==> config.mk <==
export PLATFORM = sky130hd
export DESIGN_NAME = keyboard_accel_adapter_flat
export DESIGN_NICKNAME = d
export VERILOG_FILES = /design/src/rtl/keyboard_accel_adapter_if.sv /design/src/rtl/keyboard_accel_adapter.sv /design/src/flat_wrapper.sv
export SDC_FILE = /design/constraint.sdc
export NUM_CORES = 1
export LEC_CHECK = 0
export CAP_MARGIN = 20
export CORE_MARGIN = 2
export CORE_UTILIZATION = 40
export CTS_CLUSTER_DIAMETER = 100
export DETAILED_ROUTE_END_ITERATION = 16
export HOLD_SLACK_MARGIN = 0.02
export SETUP_SLACK_MARGIN = 0.05
export SLEW_MARGIN = 20
export SYNTH_ARGS = -nofsm -noshare
export SYNTH_HDL_FRONTEND = slang
export SYNTH_SLANG_ARGS = --single-unit
export TNS_END_PERCENT = 20
==> constraint.sdc <==
create_clock -name clk -period 4.25 [get_ports clk]
set_clock_uncertainty 0.15 [all_clocks]
set_input_delay 1.0625 -clock clk [delete_from_list [all_inputs] [get_ports clk]]
set_output_delay 1.0625 -clock clk [all_outputs]
set_load 0.02 [all_outputs]
==> src/rtl/keyboard_accel_adapter_if.sv <==
// keyboard_accel_adapter_if: keyboard event lines and CPU accelerator read/write port
interface keyboard_accel_adapter_if #(
  parameter int SYMBOL_WIDTH = 7
);
  logic                    keyboard_left;
  logic                    keyboard_right;
  logic                    keyboard_backspace;
  logic [SYMBOL_WIDTH-1:0] keyboard_symbol;
  logic                    accel_can_read;
  logic                    accel_can_write;
  logic                    accel_read_enable;
  logic                    accel_write_enable;
  logic [15:0]             accel_read_data;
  logic [15:0]             accel_write_data;
  modport master (
    output keyboard_left, keyboard_right, keyboard_backspace, keyboard_symbol,
    output accel_read_enable, accel_write_enable, accel_write_data,
    input  accel_can_read, accel_can_write, accel_read_data
  );
  modport slave (
    input  keyboard_left, keyboard_right, keyboard_backspace, keyboard_symbol,
    input  accel_read_enable, accel_write_enable, accel_write_data,
    output accel_can_read, accel_can_write, accel_read_data
  );
endinterface

==> src/rtl/keyboard_accel_adapter.sv <==
// keyboard_accel_adapter: FIFO of keyboard events exposed as a CPU accelerator read port
module keyboard_accel_adapter #(
  parameter int SYMBOL_WIDTH = 7,
  parameter int DEPTH        = 16
) (
  input logic clk,
  input logic rst,
  keyboard_accel_adapter_if.slave bus
);
  localparam int AW = $clog2(DEPTH);
  localparam int EW = SYMBOL_WIDTH + 4;
  logic [EW-1:0]           mem_q [DEPTH];
  logic [AW-1:0]           wr_ptr_q, wr_ptr_d, rd_ptr_q, rd_ptr_d;
  logic [AW:0]             count_q, count_d;
  logic                    ovf_q, ovf_d;
  logic                    ev_any, pop, push, drop, flush, full, empty;
  logic [2:0]              ev_type;
  logic [SYMBOL_WIDTH-1:0] ev_sym;
  logic [EW-1:0]           head;
  logic                    unused_wdata;
  assign unused_wdata = ^bus.accel_write_data[15:1];
  // select the single highest-priority event of this cycle
  always_comb begin
    ev_any  = bus.keyboard_backspace | bus.keyboard_left | bus.keyboard_right | (|bus.keyboard_symbol);
    ev_type = bus.keyboard_backspace ? 3'd4 : bus.keyboard_left ? 3'd2 : bus.keyboard_right ? 3'd3 : 3'd1;
    ev_sym  = (bus.keyboard_backspace | bus.keyboard_left | bus.keyboard_right) ? '0 : bus.keyboard_symbol;
  end
  // FIFO bookkeeping: a full FIFO still accepts a push when the head is popped this cycle
  always_comb begin
    empty    = count_q == '0;
    full     = count_q == (AW+1)'(DEPTH);
    flush    = bus.accel_write_enable & bus.accel_write_data[0];
    pop      = bus.accel_read_enable & ~empty;
    push     = ev_any & (~full | pop);
    drop     = ev_any & full & ~pop;
    wr_ptr_d = flush ? '0 : wr_ptr_q + AW'(push);
    rd_ptr_d = flush ? '0 : rd_ptr_q + AW'(pop);
    count_d  = flush ? '0 : count_q + (AW+1)'(push) - (AW+1)'(pop);
    ovf_d    = flush ? 1'b0 : drop ? 1'b1 : push ? 1'b0 : ovf_q;
  end
  // state registers
  always_ff @(posedge clk) begin
    if (rst) begin
      wr_ptr_q <= '0;
      rd_ptr_q <= '0;
      count_q  <= '0;
      ovf_q    <= 1'b0;
    end else begin
      wr_ptr_q <= wr_ptr_d;
      rd_ptr_q <= rd_ptr_d;
      count_q  <= count_d;
      ovf_q    <= ovf_d;
    end
  end
  // event storage; contents are don't-care while empty so no reset is needed
  always_ff @(posedge clk) begin
    if (!rst && push && !flush) mem_q[wr_ptr_q] <= {ovf_q, ev_type, ev_sym};
  end
  // show-ahead head word, zero when empty
  always_comb begin
    head                 = mem_q[rd_ptr_q];
    bus.accel_can_read   = ~empty;
    bus.accel_can_write  = 1'b1;
    bus.accel_read_data  = empty ? 16'h0000 : {head[EW-1], {(12-SYMBOL_WIDTH){1'b0}}, head[EW-2:0]};
  end
endmodule

==> src/flat_wrapper.sv <==
// flat-port wrapper written by rule: the top's interface ports become plain ports
module keyboard_accel_adapter_flat 
#(
  parameter int SYMBOL_WIDTH = 7,
  parameter int DEPTH        = 16
)
  (clk, rst, bus_keyboard_left, bus_keyboard_right, bus_keyboard_backspace, bus_keyboard_symbol, bus_accel_read_enable, bus_accel_write_enable, bus_accel_write_data, bus_accel_can_read, bus_accel_can_write, bus_accel_read_data);
  keyboard_accel_adapter_if #(.SYMBOL_WIDTH(SYMBOL_WIDTH)) bus_i ();
  input logic clk;
  input logic rst;
  input wire logic [$bits(bus_i.keyboard_left)-1:0] bus_keyboard_left;
  input wire logic [$bits(bus_i.keyboard_right)-1:0] bus_keyboard_right;
  input wire logic [$bits(bus_i.keyboard_backspace)-1:0] bus_keyboard_backspace;
  input wire logic [$bits(bus_i.keyboard_symbol)-1:0] bus_keyboard_symbol;
  input wire logic [$bits(bus_i.accel_read_enable)-1:0] bus_accel_read_enable;
  input wire logic [$bits(bus_i.accel_write_enable)-1:0] bus_accel_write_enable;
  input wire logic [$bits(bus_i.accel_write_data)-1:0] bus_accel_write_data;
  output wire logic [$bits(bus_i.accel_can_read)-1:0] bus_accel_can_read;
  output wire logic [$bits(bus_i.accel_can_write)-1:0] bus_accel_can_write;
  output wire logic [$bits(bus_i.accel_read_data)-1:0] bus_accel_read_data;
  assign bus_i.keyboard_left = bus_keyboard_left;
  assign bus_i.keyboard_right = bus_keyboard_right;
  assign bus_i.keyboard_backspace = bus_keyboard_backspace;
  assign bus_i.keyboard_symbol = bus_keyboard_symbol;
  assign bus_i.accel_read_enable = bus_accel_read_enable;
  assign bus_i.accel_write_enable = bus_accel_write_enable;
  assign bus_i.accel_write_data = bus_accel_write_data;
  assign bus_accel_can_read = bus_i.accel_can_read;
  assign bus_accel_can_write = bus_i.accel_can_write;
  assign bus_accel_read_data = bus_i.accel_read_data;
  keyboard_accel_adapter #(.SYMBOL_WIDTH(SYMBOL_WIDTH), .DEPTH(DEPTH)) u_core (.clk(clk), .rst(rst), .bus(bus_i));
endmodule
Word-level counts from Yosys, hierarchy flattened
Memory sizes are Yosys's and may differ from the RTL's. A register that Yosys moved wholly into a read port is not among the register bits.
Index checks and enable logic that the tools add are counted.

operators by class
  $add $sub $neg = 4
  multiply operators = 0
  div/mod/pow operators = 0
  $lt $le $gt $ge = 0
  equality and inequality tests = 1
  shift-type cells = 0
  multiplexer cells = 10
  bitwise gates (word level) = 12
  reduce and logical (&&, ||, !) cells = 8

operator list
  cell                  number
  $mux W16              1
  $add A4 B1 Y4         2
  $mux W7               1
  $reduce_or A7 Y1      1
  $mux W3               2
  $add A5 B1 Y5         1
  $and A1 B1 Y1         5
  $eq A5 B5 Y1 const B  1
  $logic_not A5 Y1      1
  $sub A5 B1 Y5         1
  $mux W1               4
  $mux W4               1
  $or A1 B1 Y1          4
  $not A1 Y1            3
  $logic_and A1 B1 Y1   2
  $logic_not A1 Y1      2
  $mux W2               1
  $reduce_bool A2 Y1    1
  $reduce_or A2 Y1      1

word-level totals
  register bits = 14
  bits in latches = 0
  RAM bits = 176
  ROM bits = 0
  input port bits = 30
  output and inout bits = 18
  logic and storage cells = 40
  memories = 1

memory list
  name          words  width  read ports  clocked after memory_dff  wr ports  line                          RTL
  u_core.mem_q  16     11     1           1                         1         keyboard_accel_adapter.sv:12  logic [EW-1:0] mem_q [DEPTH];

Depth between registers and ports, before layout
Gate-level depths: netlist (run 1).

  depth after elaboration = 9
  mapped depth = 13
  gate-level depth less buffers = 13

Least setup slack after synthesis (run 1)
No wires, ideal clock.

  kind = input to register
  start point = input bus_keyboard_symbol[5]
  end point = memory u_core.mem_q[1][0] (netlist name), enable pin
  setup time = 393 ps
  arrival time = 2760 ps
  data required time = 3707 ps
  setup slack = 947 ps
  stages on the path = 5
  buffers on the path = 1
  path through = nor4_1 and3_4 or4_1 buf_2 nor3_1

between the ends
  cells in the longest elaborated chain, start to end = 7

ends and longest elaborated chain
  what                               line                          RTL
  from (decl)                        flat_wrapper.sv:14            input wire logic [$bits(bus_i.keyboard_symbol)-1:0] bus_keyboard_symbol;
  $reduce_or A7 Y1                   keyboard_accel_adapter.sv:24  ev_any = bus.keyboard_backspace | bus.keyboard_left | bus.keyboard_right | (|bus.keyboard_symbol);
  $or A1 B1 Y1                       keyboard_accel_adapter.sv:24
  $and A1 B1 Y1                      keyboard_accel_adapter.sv:34  push = ev_any & (~full | pop);
  $logic_and A1 B1 Y1 (2 in series)  keyboard_accel_adapter.sv:57  if (!rst && push && !flush) mem_q[wr_ptr_q] <= {ovf_q, ev_type, ev_sym};
  $mux W1                            keyboard_accel_adapter.sv:57
  $mux W1 (implied by the code)      keyboard_accel_adapter.sv:57
  to (decl)                          keyboard_accel_adapter.sv:12

Every way passes these cells.

==> impl_metrics.env, run 1 <==
export IMPL_synth_ff_type="edfxtp_1"
export IMPL_dpl_hpwl_um=9070
export IMPL_slew_limit_headroom=0.318
export IMPL_synth_edf_count=176
export IMPL_slowest_delay_ns=0.60
export IMPL_gp_congestion=0.802
export IMPL_clock_latency_ns=0.42
export IMPL_io_pin_count=48
export IMPL_worstHoldStart="u_core.wr_ptr_q[3]"
export IMPL_end_kind="output pin"
export IMPL_slew_violations=0
export IMPL_layout_common_cells="edfxtp_1 (176), mux4_2 (38), clkdlybuf4s50_1 (26)"
export IMPL_num_rows=50
export IMPL_ctsHoldBuffers=0
export IMPL_htree_levels=4
export IMPL_p_per_area_nw_per_um2=506
export IMPL_finalCritPeriodShare=0.950
export IMPL_drtIter0Drc=314
export IMPL_rr_startpoint="u_core.count_q[2]"
export IMPL_r2r_worst_path_cells=13
export IMPL_hold_path_class="flop to flop"
export IMPL_synth_seq_cells=190
export IMPL_fmaxAchievable_mhz=248
export IMPL_status="complete, no violations"
export IMPL_grt_max_degree=45
export IMPL_die_w_um=143
export IMPL_cts_resized=0
export IMPL_hold_viol_final=0
export IMPL_switching_power_mw=1.15
export IMPL_clkPwrFrac=0.329
export IMPL_p_leak_nw=2.87
export IMPL_antenna_found_initial=0
export IMPL_start_util=0.412
export IMPL_setup_violations=0
export IMPL_cts_tree="yes"
export IMPL_wl_met2_um=7370
export IMPL_yosys_cell_types_count=39
export IMPL_p_comb_frac=0.198
export IMPL_worst_path_buf_inv=2
export IMPL_grt_pass1_vias=3947
export IMPL_crit_fanout=44
export IMPL_nFillCells=1623
export IMPL_crit_type="flop to output pin"
export IMPL_synth_area_sq_um=7770
export IMPL_path_clk_slew_ns=0.06
export IMPL_critPathLaunchType="flop"
export IMPL_grt_usage=0.154
export IMPL_totalWireLength_um=14700
export IMPL_cpMaxStageDelayCell="mux4_1"
export IMPL_cts_setup_buffers=0
export IMPL_fin_tns_setup_ns=0
export IMPL_seqPwrFrac=0.473
export IMPL_clk_path_buf_depth=2
export IMPL_top_layer="met4"
export IMPL_area_growth_syn_to_layout_pct=15.2
export IMPL_layout_commonest_cell="edfxtp_1"
export IMPL_totalPowerFinal_mw=4.53
export IMPL_grt_overflow_total=0
export IMPL_detail_route_wl_per_cell_um=20.3
export IMPL_wl_met3_um=760
export IMPL_pre_cts_slack_ns=0.446
export IMPL_worst_endpoint_required_ns=3.04
export IMPL_cts_root_buffer="clkbuf_16"
export IMPL_num_vias=3738
export IMPL_core_area_sq_um=18900
export IMPL_swShare=0.255
export IMPL_avgSynthCellArea_sq_um=19.1
export IMPL_rsz0062_at_grt="no"
export IMPL_dieArea_sq_um=20600
export IMPL_peakVddDrop_uv=323
export IMPL_antenna_left=0
export IMPL_async_flop_share=0
export IMPL_cts_sinks=190
export IMPL_period_needed_ns=4.04
export IMPL_cp_arrival_ns=2.83
export IMPL_path_cells="buf_12, mux4_1, mux2_2, o21ai_1, a21oi_1, clkdlybuf4s50_1"
export IMPL_cap_viol_max_count=0
export IMPL_cts_buffers=17
export IMPL_fin_hold_ws_ns=0.394
export IMPL_startpoint="u_core.rd_ptr_q[1]"
export IMPL_postSynthCellCount=407
export IMPL_wl_met1_um=6490
export IMPL_drc=0
export IMPL_cp_depth=6
export IMPL_fin_ws_ns=0.212
export IMPL_die_y_um=143
export IMPL_viasPerCell=5.16
export IMPL_tightest_slew_ns=1.02
export IMPL_layout_drive_gt1_share=0.241
export IMPL_p_int_mw=3.38
export IMPL_layout_nets=491
export IMPL_diodes=0
export IMPL_ys_seq_area_frac=0.716
export IMPL_crit_family="buffers and inverters"
export IMPL_io_buffers=26
export IMPL_hold_depth=2
export IMPL_grt_pass1_wl_um=22500
export IMPL_drt_first_pass_iters=4
export IMPL_yosysWarnings=0
==> metrics by stage <==
| stage | instances | utilization | instance area [sq um] |
|---|---|---|---|
| CTS | 724 | 0.474 | 8960 |
| detailed placement | 692 | 0.445 | 8400 |
| global route | 724 | 0.474 | 8960 |
| floorplan | 411 | - | 7790 |
| global placement | 692 | 0.445 | 8400 |
| finish | 724 | 0.474 | 8960 |
==> tightest hold or removal path, cell delays in order, from the launching register on <==
cell     delay [ns]
dfxtp_1        0.36
xor2_1         0.08
nor2_1         0.07
==> layout make-up <==
class / instances / area [sq um] / area share
Timing Repair Buffer: 49 / 458 / 0.0511
Multi-Input combinational cell: 185 / 2020 / 0.225
Sequential cell: 190 / 5570 / 0.622
Clock inverter: 14 / 126 / 0.0141
Tap cell: 260 / 325 / 0.0363
Clock buffer: 18 / 429 / 0.0479
Inverter: 8 / 30.0 / 0.00335
==> path summary, 6_finish.rpt <==
kind	slack (ns)	to
max	0.21	bus_accel_read_data[3]
max reg2reg	0.73	u_core.count_q[4]
min reg2reg	0.39	u_core.wr_ptr_q[3]
min	0.39	u_core.wr_ptr_q[3]
==> cell usage after synthesis, drive strengths merged, types with 7 or more instances <==
master / n / area, sq um
nor3: 9 / 65.1
mux2i: 11 / 110
nor2: 22 / 82.6
dfxtp: 14 / 280
and2: 12 / 75.1
ha: 9 / 113
clkbuf: 7 / 26.3
buf: 21 / 155
edfxtp: 176 / 5290
mux4: 44 / 1010
inv: 8 / 30.0
mux2: 11 / 124
o21ai: 12 / 60.1
a21oi: 15 / 75.1
==> state kept, by name, indices dropped and copies added (netlist names) <==
signal and flops:
u_core.count_q 5, u_core.mem_q 176, u_core.ovf_q 1, u_core.rd_ptr_q 4
u_core.wr_ptr_q 4
==> kinds of logic (layout without fill, tap and decap cells) <==
| logic type | count (synthesis) | after routing | share of synthesized area |
|---|---|---|---|
| compound gates | 29 | 29 | 0.0193 |
| xor+xnor | 8 | 8 | 0.00901 |
| fa+ha+maj | 10 | 10 | 0.0171 |
| buf+inv | 36 | 89 | 0.0272 |
| flops | 190 | 190 | 0.716 |
| mux | 66 | 66 | 0.160 |
| other cells | 2 | 6 | 0.000966 |
| simple gates | 66 | 66 | 0.0502 |
==> layer usage <==
metal  up-vias  GRT usage
li1       1695          -
met1      1961      0.207
met2        74      0.253
met3         8     0.0397
met4         0     0.0408
met5         -          0
==> power by group through the flow <==
stage / logic, mW / registers, mW / clock network [mW]
after floorplan: 0.634 / 2.15 / 0
after global placement: 0.889 / 2.18 / 0
after detailed placement: 0.907 / 2.19 / 0
after CTS: 0.911 / 2.14 / 1.53
after global routing: 0.981 / 2.15 / 1.61
final: 0.899 / 2.14 / 1.49
No activity file was read; power rests on OpenSTA's default activity.
==> run 2, diff against run 1 <==
--- a/config.mk
+++ b/config.mk
@@ -12,2 +12,3 @@
 export DETAILED_ROUTE_END_ITERATION = 16
+export GPL_TIMING_DRIVEN = 0
 export HOLD_SLACK_MARGIN = 0.02
--- a/constraint.sdc
+++ b/constraint.sdc
@@ -4,2 +4,2 @@
 set_output_delay 1.0625 -clock clk [all_outputs]
-set_load 0.02 [all_outputs]
+set_load 0.05 [all_outputs]
==> impl_metrics.env, run 2 (synthesis results as in run 1) <==
export IMPL_status="complete, no violations"
export IMPL_rsz0062_at_grt="no"
export IMPL_pre_cts_slack_ns=-0.512
export IMPL_final_util=0.477
export IMPL_end_kind="flop"
export IMPL_viasPerCell=5.24
export IMPL_detail_route_wl_per_cell_um=21.3
export IMPL_io_buffers=26
export IMPL_cts_setup_buffers=0
export IMPL_dieArea_sq_um=20600
export IMPL_layout_commonest_cell="edfxtp_1"
export IMPL_drc=0
export IMPL_hold_path_class="flop to flop"
export IMPL_ctsHoldBuffers=0
export IMPL_cap_viol_max_count=0
export IMPL_p_leak_nw=2.93
export IMPL_grt_max_degree=20
export IMPL_htree_levels=4
export IMPL_slew_violations=0
export IMPL_antenna_left=0
export IMPL_drtIter0Drc=260
export IMPL_layout_drive_gt1_share=0.254
export IMPL_slew_limit_headroom=0.365
export IMPL_worst_path_buf_inv=2
export IMPL_cts_sinks=190
export IMPL_clk_path_buf_depth=2
export IMPL_grt_overflow_total=0
export IMPL_totalWireLength_um=15600
export IMPL_antenna_found_initial=0
export IMPL_hold_depth=2
export IMPL_setup_violations=0
export IMPL_dpl_hpwl_um=10400
export IMPL_cts_tree="yes"
export IMPL_place_area_sq_um=8480
export IMPL_layout_nets=501
export IMPL_fin_ws_ns=0.231
export IMPL_io_pin_count=48
export IMPL_path_clk_slew_ns=0.06
export IMPL_reg_largest_list="u_core.mem_q x176, u_core.count_q x5"
export IMPL_totalPowerFinal_mw=4.59
export IMPL_num_rows=50
export IMPL_multi_input_area_sq_um=2080
export IMPL_crit_family="simple AND/OR/NAND/NOR gates"
export IMPL_worst_endpoint_required_ns=4.15
export IMPL_grt_pass1_vias=3929
export IMPL_nFillCells=1593
export IMPL_cp_arrival_ns=3.92
export IMPL_gp_congestion=0.760
export IMPL_cpMaxStageDelayCell="clkdlybuf4s50_1"
export IMPL_worstHoldStart="u_core.wr_ptr_q[3]"
export IMPL_r2r_worst_path_cells=13
export IMPL_crit_type="primary input to flop"
export IMPL_fmaxAchievable_mhz=249
export IMPL_critPathLaunchType="primary input"
export IMPL_seq_area_sq_um=5570
export IMPL_cp_depth=6
export IMPL_crit_fanout=19
export IMPL_area_growth_syn_to_layout_pct=15.9
export IMPL_tightest_slew_ns=0.949
export IMPL_drt_first_pass_iters=4
export IMPL_diodes=0
export IMPL_die_w_um=143
export IMPL_startpoint="bus_keyboard_backspace"
export IMPL_cts_buffers=17
export IMPL_p_per_area_nw_per_um2=510
export IMPL_start_util=0.412
export IMPL_path_cells="clkdlybuf4s50_1, nor3_2, and3_4, or4b_1, buf_2, nor3_4"
export IMPL_num_vias=3839
export IMPL_finalCritPeriodShare=0.946
export IMPL_hold_viol_final=0
export IMPL_grt_usage=0.162
export IMPL_layout_common_cells="edfxtp_1 (176), mux4_2 (38), clkbuf_16 (17)"
export IMPL_period_needed_ns=4.02
export IMPL_cts_root_buffer="clkbuf_16"
export IMPL_core_area_sq_um=18900
export IMPL_largest_reg_flops=176
export IMPL_clock_latency_ns=0.42
export IMPL_rr_startpoint="u_core.count_q[2]"
export IMPL_largest_register="u_core.mem_q"
export IMPL_final_area_sq_um=9010
export IMPL_slowest_delay_ns=0.90
export IMPL_grt_pass1_wl_um=23400
export IMPL_die_y_um=143
export IMPL_peakVddDrop_uv=334
run 2: cell count changes in the layout (fill, tap and decap cells not counted), sizes merged:
cell | previous run | this run
clkinvlp | 1 | 3
bufinv | 2 | 0
clkinv | 11 | 7
clkdlybuf4s50 | 26 | 15
clkbuf | 18 | 27
dlygate4sd2 | 0 | 7
dlymetal6s2s | 0 | 4
inv | 8 | 9
buf | 23 | 26
run 2: path summary, 6_finish.rpt:
check | slack (ns) | endpoint
worst max-delay path | 0.23 | u_core.mem_q[14][2]
worst min-delay path | 0.39 | u_core.wr_ptr_q[3]
worst max register to register | 0.90 | u_core.count_q[4]
worst min register to register | 0.39 | u_core.wr_ptr_q[3]
run 2: per-stage QoR:
stage | cells | hold WS, ns | TNS, ns
floorplan | 411 | 0.334 | 0
global placement | 697 | 0.355 | -84.49
detailed placement | 702 | 0.365 | -32.08
CTS | 733 | 0.386 | 0
global route | 733 | 0.415 | 0
finish | 733 | 0.388 | 0
run 2: layout make-up:
cell class,instances,area share
buffer,28,0.0201
clock buffer,20,0.0485
clock inverter,11,0.00792
inverter,8,0.00333
multi-input combinational,185,0.231
sequential,190,0.618
tap,260,0.0361
timing repair buffer,31,0.0349
run 2: timing repair:
action | in CTS | in global routing
gates cloned | 0 | 0
setup endpoints to repair | 40 | 15
resized for setup | 10 | 5
run 2: where the power goes:
group          internal, mW  switching (mW)
clock                 0.739           0.647
sequential             2.09          0.0276
combinational         0.417           0.670
total                  3.25            1.34
run 2: per-layer routing:
metal  part of all wire  track usage  vias up
met1               0.43        0.212     1990
met5                  0            0        -
met3              0.064       0.0477       16
li1                   -            -     1722
met2               0.49        0.262      111
met4              0.015       0.0547        0
run 2: worst register-to-register path, delay by kind of cell, from the launching register on:
family / cells / cell delay (ns)
AOI/OAI and AO/OA: 2 / 0.29
adders and majority gates: 4 / 1.00
buffers and inverters: 3 / 0.21
DFF: 1 / 0.32
and+or+nand+nor: 4 / 1.25
